$ cat src/rtl/upsample_nn.sv
// 2x nearest-neighbour upsampler for channel-interleaved pixel streams.
// Each input row (STRING_LEN/2 pixels of CHANNEL_NUM words) is stored in one
// of two ping-pong line buffers and then replayed twice. In each replay every
// pixel is emitted twice, so one input row becomes two output rows.
// Ports:
//   clk, reset           clock, synchronous active-high reset
//   valid_i, data_i      input word, accepted when valid_i && ready_o
//   sop_i/eop_i          input row framing
//   sof_i/eof_i          input frame framing
//   ready_o              write buffer available
//   data_o, data_valid_o registered output word, no backpressure
//   sop_o/eop_o          output row framing (both copies)
//   sof_o/eof_o          output frame framing
//   err_o                sticky framing error
module upsample_nn #(
  parameter int unsigned DATA_WIDTH  = 8,
  parameter int unsigned CHANNEL_NUM = 3,
  parameter int unsigned STRING_LEN  = 4
) (
  input  logic                         clk,
  input  logic                         reset,
  input  logic                         valid_i,
  input  logic signed [DATA_WIDTH-1:0] data_i,
  input  logic                         sop_i,
  input  logic                         eop_i,
  input  logic                         sof_i,
  input  logic                         eof_i,
  output logic                         ready_o,
  output logic signed [DATA_WIDTH-1:0] data_o,
  output logic                         data_valid_o,
  output logic                         sop_o,
  output logic                         eop_o,
  output logic                         sof_o,
  output logic                         eof_o,
  output logic                         err_o
);

  localparam int unsigned IN_W  = (STRING_LEN / 2) * CHANNEL_NUM;
  localparam int unsigned OUT_W = STRING_LEN * CHANNEL_NUM;
  localparam int unsigned CW    = $clog2(OUT_W) + 1;
  localparam int unsigned AW    = $clog2(2 * IN_W);
  localparam int unsigned DEPTH = 1 << AW;
  localparam logic [CW-1:0] IN_LAST  = CW'(IN_W - 1);
  localparam logic [CW-1:0] OUT_LAST = CW'(OUT_W - 1);

  typedef enum logic [1:0] {StIdle, StEmit0, StEmit1} state_t;

  // Both line buffers share one array: buffer b occupies [b*IN_W +: IN_W].
  logic signed [DATA_WIDTH-1:0] mem [DEPTH];

  logic [1:0]    full, buf_sof, buf_eof;
  logic          wb, rb;
  logic [CW-1:0] wcnt, rcnt;
  state_t        state;
  // Buffer release is deferred one cycle so it lines up with the last output word.
  logic          rel_pend, rel_buf;

  logic          accept;
  logic [CW-1:0] widx;
  logic [AW-1:0] waddr, raddr;
  logic          iss_en, iss_second, iss_last;
  logic [CW-1:0] iss_k;
  int unsigned   k_int, a_int;

  assign ready_o = !reset && !full[wb];
  assign accept  = valid_i && ready_o;
  // sop_i always restarts the row at index 0, even mid-row.
  assign widx    = sop_i ? '0 : wcnt;
  assign waddr   = AW'(widx) + (wb ? AW'(IN_W) : AW'(0));

  // Word issued to the RAM this cycle. IDLE already issues k=0 so the first
  // output appears two cycles after the committing eop.
  always_comb begin
    iss_en     = 1'b0;
    iss_second = 1'b0;
    iss_k      = rcnt;
    unique case (state)
      StIdle: begin
        iss_en = full[rb];
        iss_k  = '0;
      end
      StEmit0: iss_en = 1'b1;
      StEmit1: begin
        iss_en     = 1'b1;
        iss_second = 1'b1;
      end
      default: ;
    endcase
    iss_last = (iss_k == OUT_LAST);
    k_int    = 32'(iss_k);
    a_int    = ((k_int / CHANNEL_NUM) >> 1) * CHANNEL_NUM + (k_int % CHANNEL_NUM)
             + (rb ? IN_W : 32'd0);
    raddr    = AW'(a_int);
  end

  always_ff @(posedge clk) begin
    if (accept) mem[waddr] <= data_i;
  end

  always_ff @(posedge clk) begin
    if (reset) begin
      full         <= '0;
      buf_sof      <= '0;
      buf_eof      <= '0;
      wb           <= 1'b0;
      rb           <= 1'b0;
      wcnt         <= '0;
      rcnt         <= '0;
      state        <= StIdle;
      rel_pend     <= 1'b0;
      rel_buf      <= 1'b0;
      data_o       <= '0;
      data_valid_o <= 1'b0;
      sop_o        <= 1'b0;
      eop_o        <= 1'b0;
      sof_o        <= 1'b0;
      eof_o        <= 1'b0;
      err_o        <= 1'b0;
    end else begin
      // Release and commit always target different buffers, so both apply.
      rel_pend <= 1'b0;
      if (rel_pend) full[rel_buf] <= 1'b0;

      if (accept) begin
        if (sop_i && wcnt != '0) err_o <= 1'b1;
        if (widx == '0) begin
          buf_sof[wb] <= sof_i;
          buf_eof[wb] <= eof_i;
        end else begin
          buf_sof[wb] <= buf_sof[wb] | sof_i;
          buf_eof[wb] <= buf_eof[wb] | eof_i;
        end
        if (widx == IN_LAST) begin
          wcnt <= '0;
          if (eop_i) begin
            full[wb] <= 1'b1;
            wb       <= ~wb;
          end else begin
            err_o <= 1'b1;
          end
        end else if (eop_i) begin
          err_o <= 1'b1;
          wcnt  <= '0;
        end else begin
          wcnt <= widx + CW'(1);
        end
      end

      data_valid_o <= iss_en;
      data_o       <= iss_en ? mem[raddr] : '0;
      sop_o        <= iss_en && (iss_k == '0);
      eop_o        <= iss_en && iss_last;
      sof_o        <= iss_en && !iss_second && (iss_k == '0) && buf_sof[rb];
      eof_o        <= iss_en && iss_second && iss_last && buf_eof[rb];

      unique case (state)
        StIdle: begin
          if (full[rb]) begin
            state <= StEmit0;
            rcnt  <= CW'(1);
          end
        end
        StEmit0: begin
          if (rcnt == OUT_LAST) begin
            state <= StEmit1;
            rcnt  <= '0;
          end else begin
            rcnt <= rcnt + CW'(1);
          end
        end
        StEmit1: begin
          if (rcnt == OUT_LAST) begin
            rel_pend <= 1'b1;
            rel_buf  <= rb;
            rb       <= ~rb;
            rcnt     <= '0;
            state    <= full[~rb] ? StEmit0 : StIdle;
          end else begin
            rcnt <= rcnt + CW'(1);
          end
        end
        default: state <= StIdle;
      endcase
    end
  end

endmodule
$ cat config.mk
export PLATFORM = sky130hd
export DESIGN_NAME = upsample_nn
export DESIGN_NICKNAME = d
export VERILOG_FILES = /design/src/rtl/upsample_nn.sv
export SDC_FILE = /design/constraint.sdc
export NUM_CORES = 1
export LEC_CHECK = 0
export ABC_AREA = 0
export CORE_ASPECT_RATIO = 1.2
export CORE_UTILIZATION = 54
export DETAILED_ROUTE_END_ITERATION = 8
export GPL_TIMING_DRIVEN = 0
export MAX_ROUTING_LAYER = met4
export PLACE_DENSITY = 0.83
export RECOVER_POWER = 25
export SETUP_SLACK_MARGIN = 0.02
export SYNTH_ARGS = -nofsm -noshare
export SYNTH_HDL_FRONTEND = slang
export SYNTH_SLANG_ARGS = --single-unit
$ cat constraint.sdc
create_clock -name clk -period 7.12 [get_ports clk]
set_input_delay 1.424 -clock clk [delete_from_list [all_inputs] [get_ports clk]]
set_output_delay 1.424 -clock clk [all_outputs]
set_load 0.01 [all_outputs]
======== Word level (Yosys, flattened, before mapping) ========
Memories as Yosys holds them, arrays and structs flattened. A register that Yosys moved wholly into a read port is not among the register bits.
Cells that the tools add are included.
word-level totals
  bits in registers ....................... 28
  RAM bits ................................ 128
  input bits .............................. 15
  output and inout bits ................... 15
  logic and storage cells ................. 128
  memories kept ........................... 1
memory list
  name  words  width  rd ports  clocked after memory_dff  write ports  line  source
  mem   16     8      1         1                         1            49    logic signed [DATA_WIDTH-1:0] mem [DEPTH];
cells by class
  $add $sub $neg .......................... 5
  multiply operators ...................... 1
  div/mod/pow operators ................... 2
  $lt $le $gt $ge ......................... 6
  eq/ne operators ......................... 8
  multiplexer cells ....................... 52
  bitwise operators ....................... 9
  reductions and logical operators ........ 28
operators with widths
  cell                  number
  $div 5x2->32 const B  1
  $mod 5x2->32 const B  1
  $mul 31x2->4 const B  1
  $mux 5                6
  $mux 1                25
  $mux 2                10
  $logic_and 1x1->1     13
  $add 5x1->5 const B   2
  $eq 5x4->1 const B    2
  $logic_not 5->1       2
  $pmux 5 s2            1
  $add 4x3->4           2
  $bwmux 2              4
  $lt 1x2->1 const B    4
  $mux 3                2
  $ne 2x2->1 const B    3
  $pmux 2 s3            1
  $reduce_and 3->1      2
  $reduce_or 2->1       3
  $eq 5x3->1 const B    1
  $reduce_bool 5->1     1
  $add 4x4->4           1
  $not 1->1             4
  $reduce_and 2->1      2
  12 further kinds      17

======== Longest topological paths before layout ========
Gate-level depths: netlist of run 1.
  depth in word-level cells ............... 12
  gate-level depth with buffers ........... 26
  depth with buffers taken out ............ 25

======== Worst setup path after synthesis of run 1 ========
OpenSTA, ideal clock, no wires.
  kind .................................... register to register
  from .................................... register state[0]
  to ...................................... register data_o[1] (read register of mem)
  library setup time ...................... 121 ps
  arrival ................................. 4919 ps
  required time ........................... 6999 ps
  path slack .............................. 2080 ps
  cell stages (with the launch flop) ...... 26
  buffers on the path ..................... 3
  period minus slack after synthesis ...... 5040 ps
  cells stage by stage .................... dfxtp_1 inv_1 ha_1 nand2b_1 clkinv_1 ha_1 clkbuf_1 nor3_2 o31a_1 inv_1 mux2i_1 ha_1 nor2_1 mux2_2 nand2_1 xor2_1 ha_1 inv_1 fa_1 inv_1 ha_1 buf_1 clkbuf_1 mux2i_1 nor2_1 mux2_4
between the ends
  cells in the longest elaborated chain, start to end .. 6
  elaborated cells between the ends (all ways) .. 13
  classes of those cells .................. 2 x add/sub; 1 x mul; 2 x div; 2 x eq/ne; 2 x mux; 1 x bitwise; 3 x reduce/logical
RTL lines
  what                    line  source
  start, declared         54    state_t state;
  start signal, assigned  109   state <= StIdle;
  start signal, assigned  159   state <= StEmit0;
  start signal, assigned  165   state <= StEmit1;
  $logic_not 2->1         77    unique case (state)
  $mux 5                  77
  $div 5x2->32            91    a_int = ((k_int / CHANNEL_NUM) >> 1) * CHANNEL_NUM + (k_int % CHANNEL_NUM)
  $mul 31x2->4            91
  $add 4x4->4             91
  $add 4x3->4             92    + (rb ? IN_W : 32'd0);
  end, declared           29    output logic signed [DATA_WIDTH-1:0] data_o,
Parallel ways exist; a longest one is shown, timed or not.
A chain may end at the register's enable or synchronous reset.

======== Final worst setup path of run 1 ========
  from .................................... register state[0]
  to ...................................... register data_o[0] (read register of mem)
The elaborated chain is that of the path after synthesis.

==> run metrics, run 1 <==
Max IR drop VDD=between 0.0001 and 0.00015 V; DRC Markers=0; Area growth, synth to finish=15.0%; ys flop type=edfxtp_1; unique cell type count in the Yosys netlist=58; drt pass-1 iters=5; CP max FO=10; setup TNS=0 ns; vias in the first global route=approximately 4400; Switch Pwr=~470 uW; Rows=45; Post-CTS Setup Bufs=0; FF-to-FF Start=state[0]; I/O Buffers=28; design area=a little over 0.008 mm^2; ratio of final minimum period to clock period=84.5%; CTS clock-pin slew for the worst setup and hold paths=about 0.07 ns; Hold Buf Count CTS=0; Final min period=approximately 6 ns; LEAKAGE=approximately 2.8 nW; Synth Warn #=0; CTS H-Tree Depth=4; DP Worst Slack=1.11 ns; DR iter-0 viols=~340; gr ovfl total=0; commonest non-fill, non-tap cell in the layout=edfxtp_1; actual slew at the worst max-slew pin=0.814 ns; hold_sp=err_o; Reg2Reg Setup Slack=~1.1 ns; Die Height=129 um; async set-or-reset flop fraction in the synthesized netlist=0%; initial antenna violation count=0; Mapped Area=roughly 0.007 mm^2; Worst slew margin=about 46%; Hold EP=err_o; CTS tree=yes; PostCTS Resize Cnt=0; via count=around 4200; Seq/Total Area, Yosys=about 63%; Worst Reg-to-Reg Cells=25; CTS buffer count=17; Die Wd=107 um; ratio of cells with drive above 1 in the final layout=15.7%; Final Hold Vio Count=0; CP Launch Type=register; sequential share of power=between 50% and 60%; Total Wirelength=roughly 14000 um; Post-synth EDFFs=roughly 130; max_cap viols=0; Hold Path Stages=2; syn avg cell area=14.9 um^2; DP HPWL=roughly 9600 um; Net Sw Frac=between 20% and 30%; Root Driver=clkbuf_16; Design Power=between 2 and 2.5 mW; number of vias per cell=around 6; first-pass GRT wire length=23100 um; post-synthesis cell count=a little under 500; Fmax achieved=~170 MHz; Max Slew Vio Count=0; Area after DPL=0.00769 mm^2; HP Class=reg2reg; Total Routing Usage GR=23.6%; final setup fails=0; DIE AREA=0.0138 mm^2; clk_lat worst skew=around 0.42 ns; TritonCTS sink count=164; largest net degree at the start of global routing=17; Synth Net Count=515; CTS max path bufs=2; Crit Path Category=reg2reg; pwr dens=around 250 mW/mm^2; Starting Density=56.1%; Nets=about 560; Setup Skew=between 0.009 and 0.01 ns; # diodes=0; I/O Pins=30; status=finished, final reports clean; endpoint class of the critical path=register; core box area=0.0128 mm^2; DRT antenna net count=0; Clock power frac=between 40% and 50%; Comb pwr share=5.7%; Setup WS post-layout=1.10 ns; RSZ-0062 raised after global routing=false; FF-to-FF End=data_o[0]; gp weighted congestion=0.811; synthesized flop and latch total=~160; WL/cell=a little over 20 um; Int Pwr=1.62 mW; Worst Path Arrival=roughly 6.3 ns; final cell count without fillers=between 700 and 800; most frequent cells in the layout=edfxtp_1, nor2_1, dfxtp_1, mux4_2, mux2i_1; Placed Instances=674; CP required=around 7.4 ns
==> worst max-delay path by stage <==
stage | from | end | cells past startpoint
final | state[0] | data_o[0] | 25
after global placement | state[0] | data_o[7] | 25
after detailed placement | state[1] | data_o[0] | 25
after CTS | state[0] | data_o[0] | 25
after floorplan | state[0] | data_o[1] | 25
after global routing | state[0] | data_o[7] | 25
==> cell type report <==
cell class / instances / area, um^2
Sequential cell: 164 / 4560
Fill cell: 866 / 4550
Clock buffer: 18 / 429
Clock inverter: 14 / 168
Tap cell: 164 / 205
Timing Repair Buffer: 28 / 280
Multi-Input combinational cell: 280 / 2490
Buffer: 23 / 91.3
Inverter: 15 / 56.3
==> power by group through the flow <==
stage | logic (mW) | clock network (mW) | registers, mW
floorplan | 0.0676 | 0 | 1.07
global placement | 0.114 | 0 | 1.07
detailed placement | 0.119 | 0 | 1.07
CTS | 0.119 | 0.925 | 1.05
global route | 0.131 | 0.966 | 1.05
finish | 0.119 | 0.917 | 1.05
==> synth_stat cells (2+ instances only) <==
| cell type | instances | area share [%] |
|---|---|---|
| a22oi_1 | 3 | 0.31 |
| dfxtp_1 | 36 | 10 |
| a32oi_1 | 3 | 0.36 |
| ha_1 | 13 | 2.3 |
| nand4b_1 | 2 | 0.24 |
| mux2_2 | 2 | 0.31 |
| a21oi_1 | 14 | 0.97 |
| nand3_1 | 10 | 0.69 |
| xnor2_1 | 7 | 0.85 |
| inv_1 | 14 | 0.73 |
| xor2_1 | 3 | 0.36 |
| nor2b_1 | 6 | 0.52 |
| buf_2 | 5 | 0.35 |
| buf_1 | 2 | 0.10 |
| a311oi_1 | 3 | 0.36 |
| fa_1 | 5 | 1.4 |
| nor2_1 | 69 | 3.6 |
| nor3_1 | 6 | 0.42 |
| mux2i_1 | 24 | 3.3 |
| mux4_2 | 32 | 10 |
| mux2_4 | 9 | 1.9 |
| nand2b_1 | 11 | 0.96 |
| nand2_1 | 17 | 0.89 |
| clkbuf_1 | 16 | 0.83 |
| o21ai_0 | 8 | 0.56 |
| edfxtp_1 | 128 | 53 |
| or2_2 | 2 | 0.17 |
| or3_1 | 2 | 0.17 |
==> state kept, by name, summed over array words and instances, names as in the netlist, 2 cells and up <==
| signal | flops |
|---|---|
| buf_sof | 2 |
| wcnt | 5 |
| data_o | 8 |
| mem | 128 |
| buf_eof | 2 |
| full | 2 |
| state | 2 |
| rcnt | 5 |
==> layer usage <==
metal | share of wire, % | global-route usage [%] | up-vias
li1 | - | - | 1925
met1 | 41 | 29.0 | 2098
met2 | 50 | 38.1 | 160
met3 | 6.2 | 5.37 | 31
met4 | 2.2 | 9.27 | 0
met5 | 0 | - | -
==> kinds of logic (layout without fill, tap and decap cells) <==
logic type               count (synthesis)  after routing  share of synthesized area [%]
XOR/XNOR                                11             11                           1.60
adder cells (fa/ha/maj)                 18             18                           3.65
flip-flops                             164            164                           63.3
multiplexers                            67             67                           15.5
buffers and inverters                   38             98                           2.07
AO/OA/AOI/OAI                           47             47                           4.74
AND/OR/NAND/NOR                        137            137                           9.08
==> worst max-delay path, stage by stage (launching register included) <==
cell and delay (ns):
dfxtp_1 0.34, inv_1 0.10, ha_1 0.25, nand2b_1 0.24
clkinv_1 0.22, ha_1 0.25, clkbuf_1 0.19, nor3_2 0.36
o31a_1 0.26, inv_1 0.12, mux2i_1 0.16, ha_1 0.23
nor2_1 0.08, mux2_2 0.31, nand2_1 0.10, xor2_1 0.17
ha_1 0.16, inv_1 0.05, fa_1 0.37, inv_1 0.06
ha_1 0.11, buf_1 0.39, clkbuf_1 0.67, mux2i_1 0.34
nor2_1 0.07, mux2_4 0.28
==> metrics by stage <==
step,hold slack (ns),utilization [%]
floorplan,0.454,-
global placement,0.456,59.9
detailed placement,0.473,59.9
CTS,0.487,64.6
global route,0.513,64.6
finish,0.483,64.6
No activity file was read; power rests on OpenSTA's default activity.
==> inputs of run 2 (changes only) <==
- clock period: 7.12 -> 5.9 ns (I/O delays scaled with it)
==> run 2 against run 1 <==
  * Non-clock buffer count stayed put
  * Largest cell class unchanged
  * Sequential cell count stayed put
  * Core utilization is 0.32 points higher
  * Worst hold slack hardly changed
==> run metrics, run 2 (synthesized netlist as in run 1, its figures left out) <==
status=finished, final reports clean; Total Wirelength=14300 um (+0.17%); # diodes=0 (unchanged); CP required=6.20 ns (-1.23 ns); CP Launch Type=register; via count=4224 (+0.24%); first-pass GRT wire length=23100 um (about the same); Die Wd=107 um (unchanged); final cell count without fillers=706 (unchanged); DRC Markers=0 (unchanged); Crit Path Category=reg2reg; max_cap viols=0 (unchanged); CP max FO=10 (unchanged); Design Power=2.52 mW (+21%); actual slew at the worst max-slew pin=0.824 ns (+0.0102 ns); ratio of cells with drive above 1 in the final layout=17.2% (+1.5 points); LEAKAGE=2.80 nW (+1.5%); Max Slew Vio Count=0 (unchanged); TritonCTS sink count=164 (unchanged); Final min period=5.46 ns (-0.552 ns); multi-input logic area=0.00251 mm^2 (+0.55%); endpoint class of the critical path=register; FF/Latch Area=0.00456 mm^2 (unchanged); Area after DPL=0.00769 mm^2 (unchanged); I/O Buffers=28 (unchanged); Max IR drop VDD=0.000176 V (+20%); Fmax achieved=183 MHz (+10%); Worst slew margin=44.9% (-0.68 points); Total Routing Usage GR=23.6% (about the same); Root Driver=clkbuf_16; ratio of final minimum period to clock period=92.6% (+8.1 points); Area growth, synth to finish=15.6%; final setup fails=0 (unchanged); max reg flops=128 (unchanged); Worst Path Arrival=5.77 ns (-0.55 ns); number of vias per cell=5.98 (+0.24%); commonest non-fill, non-tap cell in the layout=edfxtp_1; DP HPWL=9580 um (unchanged); CTS tree=yes; drt pass-1 iters=5 (unchanged); Starting Density=56.1% (unchanged); design area=0.00833 mm^2 (+0.50%); CTS clock-pin slew for the worst setup and hold paths=0.07 ns (about the same); gp weighted congestion=0.811 (unchanged); DRT antenna net count=0 (unchanged); Fill cells=863 (-0.35%); DR iter-0 viols=333 (-1.5%); RSZ-0062 raised after global routing=false; Placed Instances=674 (unchanged); largest net degree at the start of global routing=17 (unchanged); gr ovfl total=0 (unchanged); setup TNS=0 ns (unchanged); CTS H-Tree Depth=4 (unchanged); Die Height=129 um (unchanged); HP Class=reg2reg; Setup Skew=0.00954 ns (+0.0000467 ns); Nets=562 (unchanged); Rows=45 (unchanged); biggest regs=mem: 128 flops, data_o: 8 flops; CTS max path bufs=2 (unchanged); Hold Buf Count CTS=0 (unchanged); Final Hold Vio Count=0 (unchanged); CTS buffer count=17 (unchanged); WL/cell=20.3 um (+0.17%); largest register by flop count=mem; core box area=0.0128 mm^2 (unchanged); clk_lat worst skew=0.42 ns (about the same); DIE AREA=0.0138 mm^2 (unchanged); utilization after layout=64.9% (+0.32 points); most frequent cells in the layout=edfxtp_1, nor2_1, dfxtp_1, mux4_2, mux2i_1; I/O Pins=30 (unchanged); vias in the first global route=4376 (-0.11%); initial antenna violation count=0 (unchanged); pwr dens=302 mW/mm^2 (+20%)
run 2: cell types whose count changed in the layout (fill, tap and decap cells not counted):
cell / change
clkbuf_1: -5
buf_12: +1
inv_2: +1
buf_1: -1
nor3_4: +1
buf_2: +1
clkinv_1: -1
clkbuf_2: +2
xnor2_1: -1
nor3_2: -1
clkbuf_4: +2
xnor2_2: +1
run 2: critical path: stages (launching register included):
cell and delay [ns]:
dfxtp_1 0.34, inv_1 0.10, ha_1 0.25, nand2b_1 0.25
inv_2 0.11, ha_1 0.20, clkbuf_1 0.21, nor3_4 0.31
o31a_1 0.25, inv_1 0.12, mux2i_1 0.16, ha_1 0.23
nor2_1 0.08, mux2_2 0.31, nand2_1 0.10, xor2_1 0.17
ha_1 0.16, inv_1 0.05, fa_1 0.69, clkbuf_2 0.34
mux4_2 0.36, mux2i_1 0.24, nor2_1 0.08, mux2_4 0.27
run 2: repair_timing:
| item | in CTS | in global routing |
|---|---|---|
| setup buffers | 0 | 1 |
| gates resized for setup | 4 | 10 |
| setup endpoints to repair | 8 | 8 |
| pin swaps | 0 | 1 |
run 2: final cells by class:
cell class | count | share of cell area, %
flip-flops and latches | 164 | 54.8
clock inverters | 14 | 2.01
well taps | 164 | 2.46
inverters | 15 | 0.676
repair buffers | 29 | 3.61
multi-input cells | 280 | 30.1
plain buffers | 22 | 1.19
clock buffers | 18 | 5.15
run 2: worst paths after layout:
check            from         to  slack (ns)  cells past startpoint
max          state[0]  data_o[7]        0.44                     23
min             err_o      err_o        0.48                      2
max reg2reg  state[0]  data_o[7]        0.44                     23
min reg2reg     err_o      err_o        0.48                      2
run 2: report_power, final:
| part | switching, mW | internal, mW | leakage [nW] | total, mW |
|---|---|---|---|---|
| Combinational | 0.0856 | 0.0591 | 1.07 | 0.145 |
| Clock | 0.470 | 0.638 | 0.291 | 1.11 |
| Sequential | 0.00747 | 1.26 | 1.44 | 1.27 |
run 2: through the flow:
step                hold slack, ns  setup slack [ns]
floorplan                    0.454             0.860
global placement             0.456            0.0911
detailed placement           0.473            -0.114
CTS                          0.487             0.139
global route                 0.513            0.0555
finish                       0.483             0.437
run 2: per-layer routing:
layer	GRT usage [%]	part of all wire, %	vias to the layer above
li1	-	-	1930
met1	29.4	42	2103
met2	38.2	50	163
met3	5.02	5.5	28
met4	9.19	2.1	0
met5	-	0	-
